**src/rtl/keypad_lockout.sv**
```systemverilog
// keypad_lockout: supervisor that gates the keypad enable, times out wrong entries
// and latches an alarm after MAXF consecutive failures.
module keypad_lockout #(
    parameter int MAXF    = 3,
    parameter int LOCKCYC = 8,
    parameter int FW      = $clog2(MAXF + 1),
    parameter int PW      = $clog2(LOCKCYC + 1)
) (
    input  logic          CLK,
    input  logic          RST,
    input  logic          RSTI,
    input  logic          ULKI,
    input  logic          ACKN,
    input  logic          RELK,
    output logic          ENBL,
    output logic          OPEN,
    output logic          ALRM,
    output logic [FW-1:0] FCNT,
    output logic [PW-1:0] PCNT,
    output logic [1:0]    ostate
);
    typedef enum logic [1:0] {
        S_IDLE    = 2'd0,
        S_PENALTY = 2'd1,
        S_ALARM   = 2'd2,
        S_OPEN    = 2'd3
    } state_t;

    state_t        state_q, state_d;
    logic [FW-1:0] fcnt_q, fcnt_d;
    logic [PW-1:0] pcnt_q, pcnt_d;
    logic          rsti_q, ulki_q;
    logic          fail_ev, ok_ev;

    assign fail_ev = RSTI & ~rsti_q;
    assign ok_ev   = ULKI & ~ulki_q;

    // previous-value registers reset high so inputs held through reset never fire
    always_ff @(posedge CLK) begin
        if (RST) begin
            state_q <= S_IDLE;
            fcnt_q  <= '0;
            pcnt_q  <= '0;
            rsti_q  <= 1'b1;
            ulki_q  <= 1'b1;
        end else begin
            state_q <= state_d;
            fcnt_q  <= fcnt_d;
            pcnt_q  <= pcnt_d;
            rsti_q  <= RSTI;
            ulki_q  <= ULKI;
        end
    end

    always_comb begin
        state_d = state_q;
        fcnt_d  = fcnt_q;
        pcnt_d  = pcnt_q;
        case (state_q)
            S_IDLE: begin
                if (fail_ev) begin
                    fcnt_d = fcnt_q + 1'b1;
                    if (fcnt_q == FW'(MAXF - 1)) begin
                        state_d = S_ALARM;
                    end else begin
                        state_d = S_PENALTY;
                        pcnt_d  = PW'(LOCKCYC);
                    end
                end else if (ok_ev) begin
                    fcnt_d  = '0;
                    state_d = S_OPEN;
                end
            end
            S_PENALTY: begin
                pcnt_d = pcnt_q - 1'b1;
                if (pcnt_q == PW'(1)) state_d = S_IDLE;
            end
            S_ALARM: begin
                if (ACKN) begin
                    fcnt_d  = '0;
                    state_d = S_IDLE;
                end
            end
            S_OPEN: begin
                if (RELK) state_d = S_IDLE;
            end
            default: begin
                state_d = S_IDLE;
                pcnt_d  = '0;
            end
        endcase
    end

    always_comb begin
        ENBL   = state_q == S_IDLE;
        OPEN   = state_q == S_OPEN;
        ALRM   = state_q == S_ALARM;
        FCNT   = fcnt_q;
        PCNT   = pcnt_q;
        ostate = state_q;
    end
endmodule

```
**config.mk**
```make
export PLATFORM = sky130hd
export DESIGN_NAME = keypad_lockout
export DESIGN_NICKNAME = d
export VERILOG_FILES = /design/src/rtl/keypad_lockout.sv
export SDC_FILE = /design/constraint.sdc
export NUM_CORES = 1
export LEC_CHECK = 0
export ABC_CLOCK_PERIOD_IN_PS = 3600
export BUFFER_PORTS_ARGS = -buffer_cell sky130_fd_sc_hd__buf_4
export CAP_MARGIN = 40
export CORE_AREA = 2 2 39 41
export CTS_CLUSTER_DIAMETER = 150
export DETAILED_ROUTE_END_ITERATION = 12
export DIE_AREA = 0 0 41 43
export PLACE_DENSITY = 0.66
export SLEW_MARGIN = 30
export SYNTH_ARGS = -nofsm -noshare
export SYNTH_HDL_FRONTEND = slang
export SYNTH_SLANG_ARGS = --single-unit
export TNS_END_PERCENT = 10
```
**constraint.sdc**
```tcl
create_clock -name CLK -period 3.6 [get_ports CLK]
set_clock_uncertainty 0.2 [all_clocks]
set_input_delay 0.18 -clock CLK [delete_from_list [all_inputs] [get_ports CLK]]
set_output_delay 0.18 -clock CLK [all_outputs]
set_load 0.005 [all_outputs]
```
### Yosys cells after proc, flatten, opt, wreduce, memory -nomap -nowiden

Cells that the tools add are included.

| storage, ports and cells | value |
|---|---|
| output and inout bits | 11 |
| bits in registers | 10 |
| logic and storage cells | 41 |
| input port bits | 6 |

| cells by class | value |
|---|---|
| equality and inequality tests | 11 |
| reductions and logical operators | 6 |
| bitwise gates (word level) | 4 |
| add/sub/neg operators | 2 |
| muxes and demuxes | 13 |

Operators with widths:

| cell | number |
|---|---|
| $mux 2 | 8 |
| $mux 4 | 2 |
| $ne 2x2->1 const B | 4 |
| $pmux 2 s4 | 1 |
| $pmux 4 s2 | 1 |
| $eq 2x2->1 const B | 3 |
| $reduce_and 3->1 | 2 |
| $eq 4x1->1 const B | 1 |
| $pmux 2 s2 | 1 |
| $reduce_and 4->1 | 1 |
| $reduce_bool 2->1 | 2 |
| $sub 4x1->4 const B | 1 |
| $ne 3x1->1 const B | 1 |
| $add 2x1->2 const B | 1 |
| $and 1x1->1 | 2 |
| $eq 2x1->1 const B | 1 |
| $logic_not 2->1 | 1 |
| $ne 2x1->1 const B | 1 |
| $not 1->1 | 2 |

### Depth between registers and ports, before layout

Gate-level depths: netlist of run 1.

| depth | value |
|---|---|
| depth in word-level cells | 5 |
| gate-level depth with buffers | 5 |

### Worst setup path before layout of run 1

Ideal clock, no wire load.

| timing path | value |
|---|---|
| path type | register to register |
| start point | register fcnt_q[0], in the netlist FCNT[0] |
| end point | register pcnt_q[3], in the netlist PCNT[3] |
| period minus slack after synthesis | 1,626 ps |
| cell stages (with the launch flop) | 6 |
| library setup time | 60 ps |
| buffers on the path | 0 |
| setup slack | 1,974 ps |
| data required time | 3,340 ps |
| data arrival time | 1,366 ps |
| cells stage by stage | dfxtp_1 > inv_1 > ha_1 > or3b_1 > a21oi_2 > o2111a_1 |

| on the way | value |
|---|---|
| longest elaborated chain between the ends | 3 |

RTL lines:

| element | line | source |
|---|---|---|
| start, declared | 30 | `logic [FW-1:0] fcnt_q, fcnt_d;` |
| start signal, assigned | 48 | `fcnt_q <= fcnt_d;` |
| $eq 2x2->1 | 63 | `if (fcnt_q == FW'(MAXF - 1)) begin` |
| $ne 2x2->1 (no source line) | -- |  |
| $reduce_and 3->1 (no source line) | -- |  |
| end signal, assigned | 49 | `pcnt_q <= pcnt_d;` |
| end, declared | 31 | `logic [PW-1:0] pcnt_q, pcnt_d;` |

Every way passes these cells.
A chain may end at the register's enable or synchronous reset.

### Worst setup path in the final report of run 1

Ends and elaborated chain as after synthesis.

==> results of run 1 <==
-- repair_timing --
action	4_1_cts	5_1_grt
endpoints found under the hold margin	5	0
setup endpoints to repair	0	0
hold buffers	3	0
-- path summary, 6_finish.rpt --
kind	startpoint	end	slack, ns	cells after the start
min	ACKN	ostate[1]	0.08	4
max reg2reg	FCNT[0]	PCNT[3]	1.89	5
min reg2reg	FCNT[1]	FCNT[1]	0.29	2
max	FCNT[0]	PCNT[3]	1.89	5
-- cell families after synthesis --
logic type      after synthesis
mux                           1
simple gates                 22
buf+inv                       9
flops                        10
compound gates               16
fa+ha+maj                     3
-- placed cells by master (no fill, tap or decap) --
cell type and n:
a2111oi_2 1, a211o_1 1, a211oi_1 2, a21oi_1 3
a21oi_2 1, a311o_1 1, and2_4 1, buf_4 16
clkbuf_4 3, dfxtp_1 10, dlygate4sd3_1 3, ha_1 3
inv_1 5, inv_2 1, mux2i_1 1, nand2_1 3
nand2b_1 2, nand4_1 1, nor2_1 4, nor2_2 1
nor2b_1 2, nor3_1 1, nor4_1 1, o2111a_1 1
o21ai_1 1, o311a_1 1, o31ai_1 2, o32ai_1 2
or2_2 2, or3_1 3, or3b_1 1
-- final cells by class --
cell class	count	area, um2
fillers	129	666
flip-flops and latches	10	200
well taps	16	20.0
clock buffers	3	22.5
multi-input cells	42	303
inverters	6	22.5
repair buffers	19	150
-- critical path, stage by stage (launching register included) --
cell,delay (ns)
dfxtp_1,0.37
inv_1,0.06
ha_1,0.20
or3b_1,0.41
a21oi_2,0.24
o2111a_1,0.19
-- sequential cells by signal (all words and copies together) (netlist names) --
register,flops
ulki_q,1
ostate,2
PCNT,4
rsti_q,1
FCNT,2
-- where the power goes --
group          switching [W]  internal [W]
combinational      0.0000783     0.0000941
clock              0.0000355     0.0000385
sequential         0.0000366      0.000132
-- metal layers --
| metal | GRT usage, % | wire length (um) |
|---|---|---|
| met5 | 0 | 0 |
| met4 | 10.0 | 29 |
| met3 | 6.28 | 42 |
| met2 | 21.3 | 529 |
| met1 | 20.6 | 550 |
-- metrics by stage --
stage / total power [W] / cell area (um2) / hold WS, ns
2_1_floorplan: 0.000274 / 539 / 0.0866
4_1_cts: 0.000420 / 718 / 0.0713
3_5_place_dp: 0.000342 / 666 / 0.179
6_report: 0.000415 / 718 / 0.0757
5_1_grt: 0.000453 / 718 / 0.0892
3_3_place_gp: 0.000339 / 666 / 0.175
==> results_dict.tcl, run 1 <==
set metrics [dict create \
    status "complete, no violations" \
    n_antenna_cell 0 \
    overflow 0 \
    timing.fmax_ghz 0.583 \
    finalSetupTns_ns 0 \
    clk_latency_ns 0.26 \
    min_period_over_period_pct 47.6 \
    hold_violations 0 \
    cts_buffers 3 \
    synthXorXnorAreaFrac_pct 0 \
    synth-simple-area-share_pct 23.0 \
    grt_first_pass_wirelength_um 1880 \
    synth.distinct_cells 30 \
    slew_headroom_pct 69.9 \
    cp-end-kind "register" \
    numPortBuffers 16 \
    rows 14 \
    final_layout_size_suffix_gt1_share_pct 32.5 \
    synth.most_common_cell "dfxtp_1" \
    ys.flop_type "dfxtp_1" \
    cts_htree_levels 1 \
    cts_tree "done" \
    die_height_um 43 \
    utilization_pct 51.9 \
    crit_arrival_ns 1.72 \
    core_um2 1380 \
    drv_slew 0 \
    track_usage_pct 15.9 \
    grt_pass1_vias 427 \
    drc 0 \
    gp_congestion 0.754 \
    yosysTopAreaCell "dfxtp_1" \
    antenna_found_initial 0 \
    initial_utilization_pct 39.0 \
    place_hpwl_um 872 \
    post_cts_resized 0 \
    wl_um 1150 \
    vias_per_cell 5.31 \
    synth_top_area_share_pct 37.1 \
    p_per_area_nw_per_um2 578 \
    netlist_area_um2 539 \
    cts-root-buf "clkbuf_4" \
    cts.clk_slew.worst_paths_ns 0.06 \
    vias 510 \
    synth_edf_count 0 \
    area_growth_pct 33.2 \
    start_kind "register" \
    drt-initial-drc-count 6 \
    rsz0062_at_grt "no" \
    synthAdderAreaFrac_pct 6.96 \
    syn_inst 61 \
    synthTopCellsByArea "dfxtp_1, ha_1, inv_1, or3_1, o32ai_1" \
    synth_compound_area_share_pct 24.4 \
    worst_slew_pin_slew_ns 0.447 \
    drtAntennaViolNets 0 \
    synth.avg_cell_area_um2 8.84 \
    die_area_um2 1760 \
    ir_drop_uv 281 \
    min_period_ns 1.71 \
    critical_path_class "register to register" \
    synth_top_family_by_area "compound AO/OA/AOI/OAI gates" \
    synth.yosys.seq_area_share_pct 37.1 \
    drtPass1Iterations 2 \
    worstPathMaxFanout 4 \
    cts.sinks 10 \
    finalSetupViolCount 0 \
    grt_max_degree 14 \
    yosys-top-cells-count "dfxtp_1, inv_1, nor2_1" \
    critPathRequiredTime_ns 3.61 \
    post-cts-setup-buffer-count 0 \
    wl_per_cell_um 12.0 \
    instances_no_fill 96 \
    p_leak_nw 0.302 \
    nets 91 \
    hp-class "input port to register" \
    synthMuxAreaShare_pct 1.86 \
    fin_ws_ns 1.89 \
    fp.dieW_um 41 \
    place_ws_ns 1.88 \
    yosys_warnings 0 \
    pin_count 17 \
    async_flop_share_pct 0 \
    cap_viol_max_count 0 \
    synth_nets 70 \
    cts_buffer_depth 2 \
    placedCellCount 90 \
    synth-seq-cells 10 \
]
Note: power is estimated with default switching activity, not from simulation.
==> run 2, diff against run 1 <==
ABC_CLOCK_PERIOD_IN_PS = 1760   (was 3600)
clock period = 1.76 ns   (was 3.6 ns; I/O delays follow)
==> run 2 against run 1 <==
  * Critical path depth fell by 1
  * Wire length rose by 7.1%
  * Power rose by 130%
  * First-iteration DRC count rose by 120%
  * Sequential share of layout area fell by 2.2 points
  * Combinational power rose by 150%
  * Worst setup slack got worse by 1.8 ns
  * Count of clock-buffer cells in the layout rose by 1
  * Via count rose by 3.1%
  * Core utilization rose by 4.9 points
  * Largest cell class unchanged
  * Die area did not move
  * Worst hold slack improved by 0.0083 ns
==> results_dict.tcl, run 2 (synthesized netlist as in run 1, its figures left out) <==
set metrics [dict create \
    drv_slew 0 \
    place_hpwl_um 901 \
    finalSetupTns_ns 0 \
    vias_per_cell 5.11 \
    gp_congestion 0.783 \
    cts_htree_levels 1 \
    vias 526 \
    numPortBuffers 16 \
    cts.clk_slew.worst_paths_ns 0.07 \
    cts_buffers 3 \
    clk_latency_ns 0.27 \
    nets 97 \
    rsz0062_at_grt "no" \
    core_um2 1380 \
    p_leak_nw 0.335 \
    critical_path_class "input port to register" \
    wl_um 1230 \
    finalSetupViolCount 0 \
    n_fill_cell 132 \
    worstPathMaxFanout 12 \
    rows 14 \
    slew_headroom_pct 69.3 \
    cts_buffer_depth 2 \
    cts_tree "done" \
    antenna_found_initial 0 \
    cap_viol_max_count 0 \
    start_kind "input port" \
    wl_per_cell_um 12.0 \
    cts-root-buf "clkbuf_4" \
    total_power_w 0.000951 \
    grt_pass1_vias 460 \
    worst_slew_pin_slew_ns 0.456 \
    final_common_cell "buf_4" \
    drt-initial-drc-count 13 \
    dpl_cell_area_um2 688 \
    crit_chain "dlygate4sd3_1 -> buf_4 -> or2_2 -> dlygate4sd3_1" \
    crit_top_cell "dlygate4sd3_1" \
    regToRegSetupSlack_ns 0.10 \
    min_period_over_period_pct 94.8 \
    track_usage_pct 17.5 \
    p_per_area_nw_per_um2 1210 \
    area_growth_pct 45.7 \
    final_cell_area_um2 786 \
    die_height_um 43 \
    drc 0 \
    grt_max_degree 13 \
    layout_common_cells "buf_4, dfxtp_1, dlygate4sd3_1" \
    timing.fmax_ghz 0.599 \
    crit_slowest_cell "dlygate4sd3_1" \
    cpPeakStageDelay_ns 0.55 \
    n_antenna_cell 0 \
    overflow 0 \
    status "complete, no violations" \
    cp-end-kind "register" \
    min_period_ns 1.67 \
    post-cts-setup-buffer-count 0 \
    fp.dieW_um 41 \
    ir_drop_uv 659 \
    initial_utilization_pct 39.0 \
    final_layout_size_suffix_gt1_share_pct 35.6 \
    critPathRequiredTime_ns 1.72 \
    hold_violations 0 \
    drtAntennaViolNets 0 \
    pin_count 17 \
    cts.sinks 10 \
    drtPass1Iterations 4 \
    largest_reg_flops 4 \
    crit_arrival_ns 1.63 \
    grt_first_pass_wirelength_um 2010 \
    die_area_um2 1760 \
    hp-class "input port to register" \
]
-- run 2: changes by cell type in the layout (fill, tap and decap cells not counted) --
cell,delta
dfxtp_1,-1
dlygate4sd3_1,+3
clkbuf_8,+1
buf_4,+3
dfxtp_2,+1
-- run 2: layout make-up --
cell class / instances / area, um2 / area share [%]
multi-input cells: 42 / 303 / 38.5
repair buffers: 25 / 203 / 25.8
flip-flops and latches: 10 / 201 / 25.6
clock buffers: 4 / 36.3 / 4.62
inverters: 6 / 22.5 / 2.87
well taps: 16 / 20.0 / 2.55
-- run 2: worst max-delay path, delay by kind of cell --
kind / cells / cell delay [ns]
simple gates: 1 / 0.28
buf+inv: 3 / 1.26
-- run 2: final timing paths --
kind / depth (start not counted) / end / start
worst min register to register: 1 / FCNT[0] / FCNT[0]
worst max register to register: 5 / PCNT[3] / FCNT[0]
worst max-delay path: 4 / ulki_q / RST
worst min-delay path: 4 / ostate[1] / RELK
-- run 2: power breakdown --
part	switching (W)	total (W)	internal [W]
Sequential	0.0000399	0.000311	0.000271
Clock	0.0000906	0.000217	0.000126
Combinational	0.000203	0.000424	0.000221
-- run 2: repair_timing --
action / CTS / global route
hold buffers: 6 / 0
endpoints found under the setup margin: 0 / 4
resized for setup: 0 / 1
endpoints found under the hold margin: 9 / 0
-- run 2: through the flow --
step                worst slack [ns]  instances  hold WS, ns  util (%)
floorplan                      0.134         61     -0.00542         -
finish                        0.0909        103       0.0839      56.8
CTS                           0.0415        103       0.0872      56.7
global placement              0.0981         93       0.0835      49.7
global route                  0.0138        103        0.104      56.8
detailed placement            0.0607         93       0.0898      49.7
-- run 2: routing by layer --
metal	GRT usage [%]	wire length [um]	up-vias
met5	0	0	-
met4	14.0	36	0
met3	3.14	88	4
met2	21.6	525	19
met1	25.2	584	228
li1	-	-	275
